$ cat config.mk
export PLATFORM = sky130hd
export DESIGN_NAME = axi_ddr_arbiter
export DESIGN_NICKNAME = d
export VERILOG_FILES = /design/src/rtl/axi_ddr_pkg.sv /design/src/rtl/axi_ddr_arbiter_rr_arb2.sv /design/src/rtl/axi_ddr_arbiter.sv
export SDC_FILE = /design/constraint.sdc
export NUM_CORES = 1
export LEC_CHECK = 0
export CAP_MARGIN = 20
export CORE_AREA = 2 2 300 302
export DETAILED_ROUTE_END_ITERATION = 10
export DIE_AREA = 0 0 302 304
export GPL_ROUTABILITY_DRIVEN = 1
export PLACE_DENSITY = 0.3
export SLEW_MARGIN = 30
export SYNTH_ARGS = -nofsm -noshare
export SYNTH_HDL_FRONTEND = slang
export SYNTH_HIERARCHICAL = 1
export SYNTH_SLANG_ARGS = --single-unit
$ cat constraint.sdc
create_clock -name clock -period 1.9 [get_ports clock]
set_input_delay 0.38 -clock clock [delete_from_list [all_inputs] [get_ports clock]]
set_output_delay 0.38 -clock clock [all_outputs]
set_load 0.03 [all_outputs]
$ cat src/rtl/axi_ddr_pkg.sv
// Shared types and constants for the two-master DDR AXI4 arbiter.
package axi_ddr_pkg;

  localparam int DEF_ID_W   = 4;
  localparam int DEF_ADDR_W = 32;
  localparam int DEF_DATA_W = 64;

  localparam logic [1:0] BURST_INCR = 2'b01;
  localparam logic [1:0] RESP_OKAY  = 2'b00;

  typedef enum logic [1:0] {WIDLE, WADDR, WDATA, WRESP} wr_state_t;
  typedef enum logic [1:0] {RIDLE, RADDR, RDATA} rd_state_t;

endpackage

$ cat src/rtl/axi_ddr_arbiter_rr_arb2.sv
// Two-input round-robin picker: a lone requester always wins, a tie goes to
// the port named by ptr.
module rr_arb2 (
  input  logic [1:0] req,
  input  logic       ptr,
  input  logic       enable,
  output logic [1:0] grant
);

  assign grant[0] = enable && req[0] && (!req[1] || !ptr);
  assign grant[1] = enable && req[1] && (!req[0] ||  ptr);

endmodule

$ cat src/rtl/axi_ddr_arbiter.sv
// Shares one AXI4 port between two masters; read and write paths each hold a
// round-robin grant for a whole burst and issue nothing before calibration.
module axi_ddr_arbiter
  import axi_ddr_pkg::*;
#(
  parameter int ID_W   = DEF_ID_W,
  parameter int ADDR_W = DEF_ADDR_W,
  parameter int DATA_W = DEF_DATA_W
) (
  input  logic                clock,
  input  logic                resetn,
  input  logic                init_done,
  input  logic                s0_aw_valid,
  output logic                s0_aw_ready,
  input  logic [ID_W-1:0]     s0_aw_id,
  input  logic [ADDR_W-1:0]   s0_aw_addr,
  input  logic [7:0]          s0_aw_len,
  input  logic [2:0]          s0_aw_size,
  input  logic [1:0]          s0_aw_burst,
  input  logic                s0_w_valid,
  output logic                s0_w_ready,
  input  logic [DATA_W-1:0]   s0_w_data,
  input  logic [DATA_W/8-1:0] s0_w_strb,
  input  logic                s0_w_last,
  output logic                s0_b_valid,
  input  logic                s0_b_ready,
  output logic [ID_W-1:0]     s0_b_id,
  output logic [1:0]          s0_b_resp,
  input  logic                s0_ar_valid,
  output logic                s0_ar_ready,
  input  logic [ID_W-1:0]     s0_ar_id,
  input  logic [ADDR_W-1:0]   s0_ar_addr,
  input  logic [7:0]          s0_ar_len,
  input  logic [2:0]          s0_ar_size,
  input  logic [1:0]          s0_ar_burst,
  output logic                s0_r_valid,
  input  logic                s0_r_ready,
  output logic [ID_W-1:0]     s0_r_id,
  output logic [DATA_W-1:0]   s0_r_data,
  output logic [1:0]          s0_r_resp,
  output logic                s0_r_last,
  input  logic                s1_aw_valid,
  output logic                s1_aw_ready,
  input  logic [ID_W-1:0]     s1_aw_id,
  input  logic [ADDR_W-1:0]   s1_aw_addr,
  input  logic [7:0]          s1_aw_len,
  input  logic [2:0]          s1_aw_size,
  input  logic [1:0]          s1_aw_burst,
  input  logic                s1_w_valid,
  output logic                s1_w_ready,
  input  logic [DATA_W-1:0]   s1_w_data,
  input  logic [DATA_W/8-1:0] s1_w_strb,
  input  logic                s1_w_last,
  output logic                s1_b_valid,
  input  logic                s1_b_ready,
  output logic [ID_W-1:0]     s1_b_id,
  output logic [1:0]          s1_b_resp,
  input  logic                s1_ar_valid,
  output logic                s1_ar_ready,
  input  logic [ID_W-1:0]     s1_ar_id,
  input  logic [ADDR_W-1:0]   s1_ar_addr,
  input  logic [7:0]          s1_ar_len,
  input  logic [2:0]          s1_ar_size,
  input  logic [1:0]          s1_ar_burst,
  output logic                s1_r_valid,
  input  logic                s1_r_ready,
  output logic [ID_W-1:0]     s1_r_id,
  output logic [DATA_W-1:0]   s1_r_data,
  output logic [1:0]          s1_r_resp,
  output logic                s1_r_last,
  output logic                m_aw_valid,
  input  logic                m_aw_ready,
  output logic [ID_W-1:0]     m_aw_id,
  output logic [ADDR_W-1:0]   m_aw_addr,
  output logic [7:0]          m_aw_len,
  output logic [2:0]          m_aw_size,
  output logic [1:0]          m_aw_burst,
  output logic                m_w_valid,
  input  logic                m_w_ready,
  output logic [DATA_W-1:0]   m_w_data,
  output logic [DATA_W/8-1:0] m_w_strb,
  output logic                m_w_last,
  input  logic                m_b_valid,
  output logic                m_b_ready,
  input  logic [ID_W-1:0]     m_b_id,
  input  logic [1:0]          m_b_resp,
  output logic                m_ar_valid,
  input  logic                m_ar_ready,
  output logic [ID_W-1:0]     m_ar_id,
  output logic [ADDR_W-1:0]   m_ar_addr,
  output logic [7:0]          m_ar_len,
  output logic [2:0]          m_ar_size,
  output logic [1:0]          m_ar_burst,
  input  logic                m_r_valid,
  output logic                m_r_ready,
  input  logic [ID_W-1:0]     m_r_id,
  input  logic [DATA_W-1:0]   m_r_data,
  input  logic [1:0]          m_r_resp,
  input  logic                m_r_last,
  output logic                wr_owner,
  output logic                rd_owner
);

  wr_state_t  r_wrState;
  rd_state_t  r_rdState;
  logic       r_wrOwner, r_wrPtr, r_rdOwner, r_rdPtr;
  logic [1:0] w_wrGrant, w_rdGrant;
  logic       w_wrEnable, w_rdEnable;

  assign w_wrEnable = init_done && (r_wrState == WIDLE);
  assign w_rdEnable = init_done && (r_rdState == RIDLE);

  rr_arb2 u_wrArb (.req({s1_aw_valid, s0_aw_valid}), .ptr(r_wrPtr), .enable(w_wrEnable), .grant(w_wrGrant));
  rr_arb2 u_rdArb (.req({s1_ar_valid, s0_ar_valid}), .ptr(r_rdPtr), .enable(w_rdEnable), .grant(w_rdGrant));

  always_ff @(posedge clock or negedge resetn) begin
    if (!resetn) begin
      r_wrState <= WIDLE;
      r_wrOwner <= 1'b0;
      r_wrPtr   <= 1'b0;
    end else begin
      case (r_wrState)
        WIDLE: if (|w_wrGrant) begin
          r_wrOwner <= w_wrGrant[1];
          r_wrState <= WADDR;
        end
        WADDR: if (m_aw_valid && m_aw_ready) r_wrState <= WDATA;
        WDATA: if (m_w_valid && m_w_ready && m_w_last) r_wrState <= WRESP;
        WRESP: if (m_b_valid && m_b_ready) begin
          r_wrPtr   <= ~r_wrOwner;
          r_wrState <= WIDLE;
        end
        default: r_wrState <= WIDLE;
      endcase
    end
  end

  always_ff @(posedge clock or negedge resetn) begin
    if (!resetn) begin
      r_rdState <= RIDLE;
      r_rdOwner <= 1'b0;
      r_rdPtr   <= 1'b0;
    end else begin
      case (r_rdState)
        RIDLE: if (|w_rdGrant) begin
          r_rdOwner <= w_rdGrant[1];
          r_rdState <= RADDR;
        end
        RADDR: if (m_ar_valid && m_ar_ready) r_rdState <= RDATA;
        RDATA: if (m_r_valid && m_r_ready && m_r_last) begin
          r_rdPtr   <= ~r_rdOwner;
          r_rdState <= RIDLE;
        end
        default: r_rdState <= RIDLE;
      endcase
    end
  end

  assign wr_owner = r_wrOwner;
  assign rd_owner = r_rdOwner;

  // Payloads follow the owner register; only valid/ready are gated by state.
  assign m_aw_id    = r_wrOwner ? s1_aw_id    : s0_aw_id;
  assign m_aw_addr  = r_wrOwner ? s1_aw_addr  : s0_aw_addr;
  assign m_aw_len   = r_wrOwner ? s1_aw_len   : s0_aw_len;
  assign m_aw_size  = r_wrOwner ? s1_aw_size  : s0_aw_size;
  assign m_aw_burst = r_wrOwner ? s1_aw_burst : s0_aw_burst;
  assign m_w_data   = r_wrOwner ? s1_w_data   : s0_w_data;
  assign m_w_strb   = r_wrOwner ? s1_w_strb   : s0_w_strb;
  assign m_w_last   = r_wrOwner ? s1_w_last   : s0_w_last;
  assign m_ar_id    = r_rdOwner ? s1_ar_id    : s0_ar_id;
  assign m_ar_addr  = r_rdOwner ? s1_ar_addr  : s0_ar_addr;
  assign m_ar_len   = r_rdOwner ? s1_ar_len   : s0_ar_len;
  assign m_ar_size  = r_rdOwner ? s1_ar_size  : s0_ar_size;
  assign m_ar_burst = r_rdOwner ? s1_ar_burst : s0_ar_burst;

  assign s0_b_id   = m_b_id;
  assign s0_b_resp = m_b_resp;
  assign s1_b_id   = m_b_id;
  assign s1_b_resp = m_b_resp;
  assign s0_r_id   = m_r_id;
  assign s0_r_data = m_r_data;
  assign s0_r_resp = m_r_resp;
  assign s0_r_last = m_r_last;
  assign s1_r_id   = m_r_id;
  assign s1_r_data = m_r_data;
  assign s1_r_resp = m_r_resp;
  assign s1_r_last = m_r_last;

  always_comb begin
    m_aw_valid  = 1'b0;
    m_w_valid   = 1'b0;
    m_b_ready   = 1'b0;
    s0_aw_ready = 1'b0;
    s1_aw_ready = 1'b0;
    s0_w_ready  = 1'b0;
    s1_w_ready  = 1'b0;
    s0_b_valid  = 1'b0;
    s1_b_valid  = 1'b0;
    case (r_wrState)
      WADDR: begin
        m_aw_valid  = r_wrOwner ? s1_aw_valid : s0_aw_valid;
        s0_aw_ready = !r_wrOwner && m_aw_ready;
        s1_aw_ready =  r_wrOwner && m_aw_ready;
      end
      WDATA: begin
        m_w_valid  = r_wrOwner ? s1_w_valid : s0_w_valid;
        s0_w_ready = !r_wrOwner && m_w_ready;
        s1_w_ready =  r_wrOwner && m_w_ready;
      end
      WRESP: begin
        m_b_ready  = r_wrOwner ? s1_b_ready : s0_b_ready;
        s0_b_valid = !r_wrOwner && m_b_valid;
        s1_b_valid =  r_wrOwner && m_b_valid;
      end
      default: ;
    endcase
  end

  always_comb begin
    m_ar_valid  = 1'b0;
    m_r_ready   = 1'b0;
    s0_ar_ready = 1'b0;
    s1_ar_ready = 1'b0;
    s0_r_valid  = 1'b0;
    s1_r_valid  = 1'b0;
    case (r_rdState)
      RADDR: begin
        m_ar_valid  = r_rdOwner ? s1_ar_valid : s0_ar_valid;
        s0_ar_ready = !r_rdOwner && m_ar_ready;
        s1_ar_ready =  r_rdOwner && m_ar_ready;
      end
      RDATA: begin
        m_r_ready  = r_rdOwner ? s1_r_ready : s0_r_ready;
        s0_r_valid = !r_rdOwner && m_r_valid;
        s1_r_valid =  r_rdOwner && m_r_valid;
      end
      default: ;
    endcase
  end

endmodule
==> results of run 1 <==
==> metal layers <==
layer,vias to the layer above,wire [um],GRT usage (%),share of wire [%]
li1,2193,-,-,-
met1,2161,10100,5.14,35
met2,436,14200,9.95,49
met3,33,4030,2.98,14
met4,6,391,0.345,1.4
met5,-,37,0,0.13
==> metrics by stage <==
stage / setup TNS [ns] / hold slack [ns]
6_report: -15.53 / 0.468
5_1_grt: -22.91 / 0.512
4_1_cts: -20.88 / 0.505
3_5_place_dp: -15.94 / 0.513
3_3_place_gp: -16.02 / 0.514
2_1_floorplan: -0.111 / 0.0844
==> critical path, stage by stage, from the launching register on <==
cell and delay (ns):
dfrtp_4 0.43, buf_12 0.19, buf_16 0.19, mux2_2 0.34, clkdlybuf4s15_2 0.28
==> repair_timing <==
action	4_1_cts	5_1_grt
setup endpoints to repair	138	148
buffers inserted	2	18
cloned	1	8
gates resized for setup	238	315
pin swaps	0	1
==> where the power goes <==
part           switching (mW)  internal, mW
clock network          0.0854         0.272
logic                    5.52          6.30
registers               0.103         0.263
total                    5.71          6.83
==> kinds of logic after synthesis <==
| kind of cell | count (synthesis) | synth area share, % |
|---|---|---|
| compound gates | 12 | 2.13 |
| fa+ha+maj | 4 | 1.31 |
| buf+inv | 180 | 33.4 |
| flops | 8 | 5.24 |
| mux | 179 | 52.6 |
| simple gates | 40 | 5.37 |
==> cells in the mapped netlist (2+ instances only) <==
cell,count
mux2_2,171
buf_4,155
clkbuf_1,5
buf_2,15
and2_1,2
ha_1,4
a22o_1,2
mux2i_1,7
nor2b_1,6
dfrtp_1,8
nand2_1,12
nor2_1,8
a21oi_1,4
inv_1,5
and3_1,5
nand2b_1,2
a221o_1,2
o21ai_0,2
==> layout make-up <==
class	count	share of cell area [%]
antenna	1	0.0228
clock buffer	3	0.683
inverter	5	0.171
multi-input combinational	235	24.4
sequential	8	1.87
tap	1176	13.4
timing repair buffer	611	59.5
==> final timing paths <==
| path | from | to | slack, ns | cells past startpoint |
|---|---|---|---|---|
| setup / recovery | wr_owner$_DFFE_PN0P_ | m_aw_addr[18] | -0.21 | 4 |
| hold / removal | resetn | wr_owner$_DFFE_PN0P_ | 0.47 | 1 |
| setup reg to reg | wr_owner$_DFFE_PN0P_ | r_wrState[1]$_DFFE_PN0P_ | -0.18 | 6 |
| min in group clock | r_rdState[1]$_DFFE_PN0P_ | r_rdState[0]$_DFFE_PN0P_ | 0.51 | 1 |
| max in group asynchronous | resetn | wr_owner$_DFFE_PN0P_ | 1.08 | 1 |
| hold reg to reg | r_rdState[1]$_DFFE_PN0P_ | r_rdState[0]$_DFFE_PN0P_ | 0.51 | 1 |
==> placed cells by master (no fill, tap or decap), types with 11 or more instances in the layout <==
cell type and instances:
clkdlybuf4s50_1 360, buf_6 104, mux2_2 102, mux2_4 70, buf_4 61, buf_12 31, buf_2 20, clkdlybuf4s15_2 15
nand2_1 12, clkbuf_16 11
==> sequential cells by signal (all words and copies together) (netlist names) <==
register / flops
rd_owner: 1
wr_owner: 1
r_rdPtr: 1
r_wrState: 2
r_wrPtr: 1
r_rdState: 2
==> qor.txt, run 1 <==
Status = complete, but fails checks
Violated checks = setup timing
Post-synthesis register bit count = 8
Synth Flop Type = dfrtp_1
Final Setup Violations = 131
Die width = 302 um
Critical Path End Type = output pin
First-pass GRT wire length = 35.0 mm
Storage element area = 205 sq um
Number of fill cells = 10,170
WL final = 28.8 mm
Synth cell types = 26
Height of the die = 304 um
Final worst path period share = 111%
Final instance area = 0.0110 sq mm
Synth Area per Inst = 9.04 sq um
Slew Limit Fails = 0
Seq/Total Area, Yosys = 5.24%
YS warnings = 6
Clock sinks = 8
Total power = 12.5 mW
Worst-margin pin slew = 0.460 ns
Total CTS buffers = 3
Final clock skew = 0.000369 ns
CTS Buffer Depth = 2
Minimum period implied by the final worst setup slack = 2.11 ns
Std cell rows = 110
Number of synthesized flops with an enable pin = 0
CTS clock-pin slew for the worst setup and hold paths = 0.04 ns
GRT Total Usage = 5.27%
DRC viols = 0
Asr flop ratio synth = 100%
Syn Nets = 864
Hold buffer count at CTS = 0
Largest net degree at the start of global routing = 28
Critical path launch point type = register
Vias in the first global route = 5,066
Final HPWL DP = 24.5 mm
Max_cap viols = 0
First-pass iteration count of the detailed router = 4
CTS tree = built
Vias = 4,829
Final Hold Viols = 0
Final std cells w/o fill = 2,039
Core Area = 0.0890 sq mm
Post-synthesis instance area = 0.00382 sq mm
RSZ-0062 raised after global routing = true
Worst Path Max Fanout = 18
Cells after synthesis = 423
# IOs = 779
Port Buffers = 550
Worst EP required = 1.52 ns
Initial antenna violation count = 10
Setup WS pre-CTS = -0.388 ns
Hold Crit Class = in -> async
Synth area leader = mux2_2
GPL Wtd Cong = 0.861
Initial core utilization = 4.29%
ANT nets after route = 0
GR Overflow Total = 0
Synth top area share = 50.4%
Pwr dens = 1140 mW/mm^2
Skew-Pair Late Insertion Delay = 0.23 ns
H-tree depth = 1
Share of cells above drive strength 1 = 51.6%
Min setup slack post-route = -0.205 ns
Die area = 0.0918 sq mm
Leak = 4.33 nW
Max-Slew Margin vs Limit = 69.2%
Arr. time, crit path = 1.73 ns
Nets = 1,305
Via/cell ratio = 2.37
Dpl cells = 2,007
Layout Area Growth over Synthesis = 188%
Placed cell area = 0.00985 sq mm
Area contributors post-synth = mux2_2 50%, buf_4 30%, dfrtp_1 5.2%
Critical path class = reg -> out
Root buf cell = clkbuf_16
Multi-input logic area = 0.00269 sq mm
Worst VDD drop = 0.428 mV
Drt wl/cell = 14.1 um
DRT iter0 DRCs = 96
FMAX = 475 MHz
Final Util = 12.4%
Note: power is estimated with default switching activity, not from simulation.
==> run 2, diff against run 1 <==
- SLEW_MARGIN: 30 -> 20
==> results of run 2 <==
Final layout, timing and power as in run 1 (identical DEF).
